### src/rtl/day1_pkg.sv
// Shared constants for the day-1 dial front end: ASCII codes, FSM encodings
// and default widths.
package day1_pkg;

  localparam int COUNT_WIDTH_DEFAULT  = 16;
  localparam int RESULT_WIDTH_DEFAULT = 32;

  localparam logic [7:0] ASCII_L  = 8'h4C;
  localparam logic [7:0] ASCII_R  = 8'h52;
  localparam logic [7:0] ASCII_LF = 8'h0A;
  localparam logic [7:0] ASCII_CR = 8'h0D;
  localparam logic [7:0] ASCII_0  = 8'h30;
  localparam logic [7:0] ASCII_9  = 8'h39;

  typedef logic [2:0] state_t;

  localparam state_t ST_WAIT_DIR = 3'd0;
  localparam state_t ST_DIGITS   = 3'd1;
  localparam state_t ST_ISSUE    = 3'd2;
  localparam state_t ST_DRAIN    = 3'd3;
  localparam state_t ST_DONE     = 3'd4;
  localparam state_t ST_ERROR    = 3'd5;

  function automatic logic is_digit(input logic [7:0] b);
    return (b >= ASCII_0) && (b <= ASCII_9);
  endfunction

endpackage

### src/rtl/day1_decimal_accumulator.sv
// Decimal accumulator for one instruction line: acc = acc*10 + digit, with a
// digit counter and a look-ahead overflow flag for the digit being presented.
module day1_decimal_accumulator
  import day1_pkg::*;
#(
  parameter int COUNT_WIDTH = COUNT_WIDTH_DEFAULT
) (
  input  logic                   clk,
  input  logic                   rst,
  input  logic                   clear,
  input  logic                   digit_strobe,
  input  logic [3:0]             digit,
  output logic [COUNT_WIDTH-1:0] acc,
  output logic                   has_digits,
  output logic                   overflow
);

  localparam int WIDE = COUNT_WIDTH + 4;

  logic [COUNT_WIDTH-1:0] acc_q, acc_d;
  logic [3:0]             ndig_q, ndig_d;
  logic [WIDE-1:0]        wide_next;

  // Four extra bits hold (2^N-1)*10+9 exactly, so overflow is seen before any truncation.
  always_comb begin
    wide_next = ({4'b0000, acc_q} * WIDE'(10)) + WIDE'(digit);
    overflow  = |wide_next[WIDE-1:COUNT_WIDTH];
    acc_d     = acc_q;
    ndig_d    = ndig_q;
    if (clear) begin
      acc_d  = '0;
      ndig_d = '0;
    end else if (digit_strobe && !overflow) begin
      acc_d = wide_next[COUNT_WIDTH-1:0];
      if (ndig_q != '1) begin
        ndig_d = ndig_q + 4'd1;
      end
    end
  end

  always_ff @(posedge clk) begin
    if (rst) begin
      acc_q  <= '0;
      ndig_q <= '0;
    end else begin
      acc_q  <= acc_d;
      ndig_q <= ndig_d;
    end
  end

  assign acc        = acc_q;
  assign has_digits = (ndig_q != '0);

endmodule

### src/rtl/day1_instruction_sequencer.sv
// Byte-stream parser that turns "L68\nR48\n..." into valid/ready instructions
// for the dial solver, then drains the solver and latches its results.
module day1_instruction_sequencer
  import day1_pkg::*;
#(
  parameter int COUNT_WIDTH  = COUNT_WIDTH_DEFAULT,
  parameter int RESULT_WIDTH = RESULT_WIDTH_DEFAULT
) (
  input  logic                    clock,
  input  logic                    reset,
  input  logic [7:0]              byte_in,
  input  logic                    byte_valid,
  output logic                    byte_ready,
  input  logic                    end_of_input,
  output logic                    direction,
  output logic [COUNT_WIDTH-1:0]  count,
  output logic                    instruction_valid,
  input  logic                    instruction_ready,
  input  logic                    busy,
  input  logic [RESULT_WIDTH-1:0] sol_hits,
  input  logic [RESULT_WIDTH-1:0] sol_passes,
  output logic [RESULT_WIDTH-1:0] final_hits,
  output logic [RESULT_WIDTH-1:0] final_passes,
  output logic [15:0]             instr_issued,
  output logic                    done,
  output logic                    error
);

  state_t                  state_q, state_d;
  logic                    dir_q, dir_d;
  logic                    eoi_q, eoi_d;
  logic [15:0]             issued_q, issued_d;
  logic [RESULT_WIDTH-1:0] final_hits_q, final_hits_d;
  logic [RESULT_WIDTH-1:0] final_passes_q, final_passes_d;

  logic                    byte_fire;
  logic                    acc_clear;
  logic                    acc_strobe;
  logic                    acc_overflow;
  logic                    acc_has_digits;
  logic [COUNT_WIDTH-1:0]  acc_value;

  day1_decimal_accumulator #(
    .COUNT_WIDTH(COUNT_WIDTH)
  ) u_acc (
    .clk         (clock),
    .rst         (reset),
    .clear       (acc_clear),
    .digit_strobe(acc_strobe),
    .digit       (byte_in[3:0]),
    .acc         (acc_value),
    .has_digits  (acc_has_digits),
    .overflow    (acc_overflow)
  );

  assign byte_ready = !reset && ((state_q == ST_WAIT_DIR) || (state_q == ST_DIGITS));
  assign byte_fire  = byte_valid && byte_ready;

  always_comb begin
    state_d        = state_q;
    dir_d          = dir_q;
    eoi_d          = eoi_q | end_of_input;
    issued_d       = issued_q;
    final_hits_d   = final_hits_q;
    final_passes_d = final_passes_q;
    acc_clear      = 1'b0;
    acc_strobe     = 1'b0;

    case (state_q)
      ST_WAIT_DIR: begin
        if (byte_fire) begin
          if ((byte_in == ASCII_L) || (byte_in == ASCII_R)) begin
            dir_d     = (byte_in == ASCII_R);
            acc_clear = 1'b1;
            state_d   = ST_DIGITS;
          end else if ((byte_in != ASCII_LF) && (byte_in != ASCII_CR)) begin
            state_d = ST_ERROR;
          end
        end else if (eoi_d) begin
          state_d = ST_DRAIN;
        end
      end

      ST_DIGITS: begin
        if (byte_fire) begin
          if (is_digit(byte_in)) begin
            if (acc_overflow) begin
              state_d = ST_ERROR;
            end else begin
              acc_strobe = 1'b1;
            end
          end else if (byte_in == ASCII_LF) begin
            state_d = acc_has_digits ? ST_ISSUE : ST_ERROR;
          end else if (byte_in != ASCII_CR) begin
            state_d = ST_ERROR;
          end
        end else if (eoi_d) begin
          // A bare direction letter is dropped; a line with digits must be newline-terminated.
          state_d = acc_has_digits ? ST_ERROR : ST_WAIT_DIR;
        end
      end

      ST_ISSUE: begin
        if (instruction_ready) begin
          issued_d = issued_q + 16'd1;
          state_d  = ST_WAIT_DIR;
        end
      end

      ST_DRAIN: begin
        if (!busy && instruction_ready) begin
          final_hits_d   = sol_hits;
          final_passes_d = sol_passes;
          state_d        = ST_DONE;
        end
      end

      ST_DONE, ST_ERROR: begin
      end

      default: state_d = ST_ERROR;
    endcase
  end

  always_ff @(posedge clock) begin
    if (reset) begin
      state_q        <= ST_WAIT_DIR;
      dir_q          <= 1'b0;
      eoi_q          <= 1'b0;
      issued_q       <= '0;
      final_hits_q   <= '0;
      final_passes_q <= '0;
    end else begin
      state_q        <= state_d;
      dir_q          <= dir_d;
      eoi_q          <= eoi_d;
      issued_q       <= issued_d;
      final_hits_q   <= final_hits_d;
      final_passes_q <= final_passes_d;
    end
  end

  assign direction         = dir_q;
  assign count             = acc_value;
  assign instruction_valid = (state_q == ST_ISSUE);
  assign instr_issued      = issued_q;
  assign final_hits        = final_hits_q;
  assign final_passes      = final_passes_q;
  assign done              = (state_q == ST_DONE);
  assign error             = (state_q == ST_ERROR);

endmodule

### config.mk
export PLATFORM = sky130hd
export DESIGN_NAME = day1_instruction_sequencer
export DESIGN_NICKNAME = d
export VERILOG_FILES = /design/src/rtl/day1_pkg.sv /design/src/rtl/day1_decimal_accumulator.sv /design/src/rtl/day1_instruction_sequencer.sv
export SDC_FILE = /design/constraint.sdc
export NUM_CORES = 1
export LEC_CHECK = 0
export CORE_MARGIN = 2
export CORE_UTILIZATION = 47
export CTS_CLUSTER_SIZE = 28
export DETAILED_ROUTE_END_ITERATION = 12
export PLACE_DENSITY = 0.8
export REMOVE_ABC_BUFFERS = 1
export SLEW_MARGIN = 20
export SYNTH_ARGS = -nofsm -noshare
export SYNTH_HDL_FRONTEND = slang
export SYNTH_HIERARCHICAL = 1
export SYNTH_SLANG_ARGS = --single-unit
### constraint.sdc
create_clock -name clock -period 5.8 [get_ports clock]
set_input_delay 1.45 -clock clock [delete_from_list [all_inputs] [get_ports clock]]
set_output_delay 1.45 -clock clock [all_outputs]
set_load 0.02 [all_outputs]
==> results of run 1 <==
==> cell families (layout without fill, tap and decap cells) <==
kind of cell               after synthesis  after routing
AOI/OAI and AO/OA                      164            164
buffers and inverters                   43            209
muxes                                    4              4
adders and majority gates               36             36
and+or+nand+nor                        272            272
xor gates and xnor gates                40             40
DFF                                    105            105
==> cell usage after synthesis, drive strengths merged, types with 3 or more instances <==
| cell type | number | share of area |
|---|---|---|
| nand2 | 151 | 0.10 |
| dfxtp | 105 | 0.38 |
| a21oi | 101 | 0.093 |
| nor2 | 35 | 0.024 |
| ha | 34 | 0.077 |
| nand3 | 20 | 0.018 |
| o21ai | 20 | 0.018 |
| xnor2 | 20 | 0.032 |
| xor2 | 20 | 0.032 |
| buf | 17 | 0.026 |
| clkbuf | 16 | 0.011 |
| a211oi | 10 | 0.014 |
| inv | 10 | 0.0068 |
| nor3 | 9 | 0.0091 |
| nand4 | 8 | 0.0091 |
| and3 | 6 | 0.0077 |
| nor2b | 6 | 0.0068 |
| a31oi | 5 | 0.0084 |
| nor4b | 5 | 0.010 |
| a21o | 4 | 0.0055 |
| and4 | 4 | 0.0064 |
| nand4b | 4 | 0.0064 |
| nor4 | 4 | 0.011 |
| and2 | 3 | 0.0034 |
| mux2i | 3 | 0.0055 |
| nand2b | 3 | 0.0034 |
| nand3b | 3 | 0.0041 |
| nor4bb | 3 | 0.0055 |
| o211ai | 3 | 0.0041 |
| or2 | 3 | 0.0034 |
==> stage by stage <==
step                worst slack [ns]  hold WS, ns  instances  power [W]
finish                        0.3280       0.4549        973   0.001551
global route                 0.05379       0.4702        973   0.001606
CTS                           0.3294       0.4556        973   0.001556
detailed placement          -0.02450       0.4459        957  0.0009321
global placement              0.1840       0.4412        957  0.0009282
floorplan                     0.6940       0.4363        631  0.0008256
==> layer usage <==
| layer | vias to the layer above | track usage | part of all wire |
|---|---|---|---|
| met1 | 2575 | 0.3054 | 0.42 |
| met5 | - | 0 | 0 |
| met3 | 38 | 0.03888 | 0.055 |
| met2 | 195 | 0.4426 | 0.50 |
| met4 | 0 | 0.1122 | 0.031 |
| li1 | 2636 | - | - |
==> state kept, by name, summed over array words and instances (netlist names) <==
signal and cells:
instr_issued 16, u_acc/acc 16, direction 1, final_passes 32
eoi_q 1, state_q 3, u_acc/ndig_q 4, final_hits 32
==> power groups by stage <==
stage	logic, W	clock network, W	registers [W]
after CTS	0.000170	0.000640	0.000747
after global placement	0.000166	0	0.000762
final	0.000171	0.000632	0.000748
after floorplan	0.0000593	0	0.000766
after global routing	0.000183	0.000673	0.000750
after detailed placement	0.000168	0	0.000764
==> cell type report <==
type / instances / share of cell area
Tap cell: 143 / 0.02352
Clock buffer: 10 / 0.03141
Multi-Input combinational cell: 516 / 0.4156
Inverter: 10 / 0.004933
Clock inverter: 6 / 0.009867
Sequential cell: 105 / 0.2763
Timing Repair Buffer: 183 / 0.2384
==> worst paths after layout <==
path / endpoint / startpoint / depth (start not counted) / slack, ns
hold / removal: final_passes[22]$_SDFFE_PP0P_ / final_passes[22]$_SDFFE_PP0P_ / 2 / 0.45
setup reg to reg: u_acc/ndig_q[3]$_SDFFE_PP0P_ / u_acc/acc[1]$_SDFFE_PP0P_ / 17 / 0.95
hold reg to reg: final_passes[22]$_SDFFE_PP0P_ / final_passes[22]$_SDFFE_PP0P_ / 2 / 0.45
setup / recovery: u_acc/ndig_q[3]$_SDFFE_PP0P_ / byte_in[1] / 18 / 0.33
==> worst max-delay path: stages <==
cell             delay (ns)
clkdlybuf4s50_1        0.49
ha_1                   0.17
inv_1                  0.05
fa_1                   0.41
nor2b_1                0.12
o21ai_0                0.12
or3b_4                 0.41
nor3_2                 0.25
nand3_1                0.15
nor4_2                 0.41
mux2_2                 0.24
nand4_1                0.07
nor2b_1                0.12
and4_1                 0.22
o211a_1                0.19
nand3_1                0.23
nor2_2                 0.43
a311oi_1               0.14
==> flow_metrics.env, run 1 <==
export IMPL_fillCellCount=929
export IMPL_pwr_share_seq=0.482
export IMPL_power_internal_w=0.001172
export IMPL_final_util=0.6663
export IMPL_ys_ff_latch=105
export IMPL_p_switching_w=0.0003786
export IMPL_postCtsSetupBuffers=0
export IMPL_synth_compound_area_share=0.1765
export IMPL_fin_crit_sh=0.9434
export IMPL_routabilityCongestion=0.8961
export IMPL_grt_pass1_wl_um=26110
export IMPL_die_x_um=112.1
export IMPL_worst_slew_pin_slew_ns=0.8963
export IMPL_viasPerCell=5.595
export IMPL_grt_use_total=0.2521
export IMPL_hold_viol=0
export IMPL_synth_distinct_cells=66
export IMPL_ant_nets=0
export IMPL_grt_max_degree=90
export IMPL_wl_per_cell_um=16.88
export IMPL_synthMuxAreaShare=0.007517
export IMPL_drive_above_1_share=0.05060
export IMPL_crit_arrival_ns=5.68
export IMPL_async_flop_share=0
export IMPL_cts_hold_buf=0
export IMPL_grt_pass1_vias=5149
export IMPL_status="complete, no violations"
export IMPL_cap_violations=0
export IMPL_synth_fa_ha_area_frac=0.08474
export IMPL_htree_levels=3
export IMPL_multiInputGateArea_um2=3162
export IMPL_synthXorXnorAreaFrac=0.06378
export IMPL_dieArea_um2=12570
export IMPL_start_util=0.4810
export IMPL_dp_hpwl_um=12220
export IMPL_cts_buffers=9
export IMPL_p_sw_frac=0.2441
export IMPL_fin_setup_tns_ns=0
export IMPL_start_kind="input pin"
export IMPL_ioPinCount=179
export IMPL_relSlewSlack=0.4025
export IMPL_num_nets_final=939
export IMPL_ys_flop_type="dfxtp_1"
export IMPL_core_area_um2=11420
export IMPL_port_buffer_count=178
export IMPL_synth_cell_area_um2=5493
export IMPL_syn_avg_cell_area_um2=8.272
export IMPL_dpl_cell_area_um2=7288
export IMPL_grt_overflow_total=0
export IMPL_fp_dieH_um=112.1
export IMPL_final_common_cell="clkdlybuf4s50_1"
export IMPL_rows=39
export IMPL_antenna_found_initial=0
export IMPL_criticalPathCategory="input pin to flip-flop"
export IMPL_critPathRequiredTime_ns=6.01
export IMPL_detail_route_first_pass_iterations=5
export IMPL_fin_area_um2=7609
export IMPL_yosys_warnings=6
export IMPL_seqCellArea_um2=2102
export IMPL_skew_ns=0.007434
export IMPL_synth_top_family_by_area="simple AND/OR/NAND/NOR gates"
export IMPL_diodes=0
export IMPL_syn_inst=664
export IMPL_cts_repair_resized=0
export IMPL_clock_sinks=105
export IMPL_worstHoldPathType="flip-flop to flip-flop"
export IMPL_clock_fmax_mhz=182.7
export IMPL_wirelength_um=16420
export IMPL_pwr_share_comb=0.110
export IMPL_cts_tree="done"
export IMPL_root_buffer="clkbuf_16"
export IMPL_route_detailed_drc=0
export IMPL_ys_seq_area_frac=0.3827
export IMPL_path_max_fanout=10
export IMPL_p_leak_nw=2.767
export IMPL_clkLatencyLatePin_ns=0.34
export IMPL_clock_path_buffers=2
export IMPL_mostFrequentLayoutCells="177 x clkdlybuf4s50_1, 150 x nand2_1, 105 x dfxtp_1"
export IMPL_rsz0062_at_grt="no"
export IMPL_vias=5444
export IMPL_clk_pin_slew_ns=0.07
export IMPL_drv_slew=0
export IMPL_cp_end_kind="flip-flop"
export IMPL_min_period_ns=5.472
export IMPL_setup_viol=0
export IMPL_area_delta_synth_final_pct=38.52
export IMPL_synth_edf_count=0
export IMPL_first_iter_violations=414
export IMPL_synthSimpleGateAreaFrac=0.2412
export IMPL_p_per_area_nw_per_um2=203.9
export IMPL_ir_worst_vdd_uv=171.0
export IMPL_p_clk_frac=0.407
Note: power is estimated with default switching activity, not from simulation.
==> inputs of run 2 (changes only) <==
--- a/config.mk
+++ b/config.mk
@@ -11,6 +11,7 @@
 export DETAILED_ROUTE_END_ITERATION = 12
 export PLACE_DENSITY = 0.8
 export REMOVE_ABC_BUFFERS = 1
+export SKIP_LAST_GASP = 1
 export SLEW_MARGIN = 20
 export SYNTH_ARGS = -nofsm -noshare
 export SYNTH_HDL_FRONTEND = slang
==> results of run 2 <==
The final DEF is identical to that of run 1; final timing and power are the same.
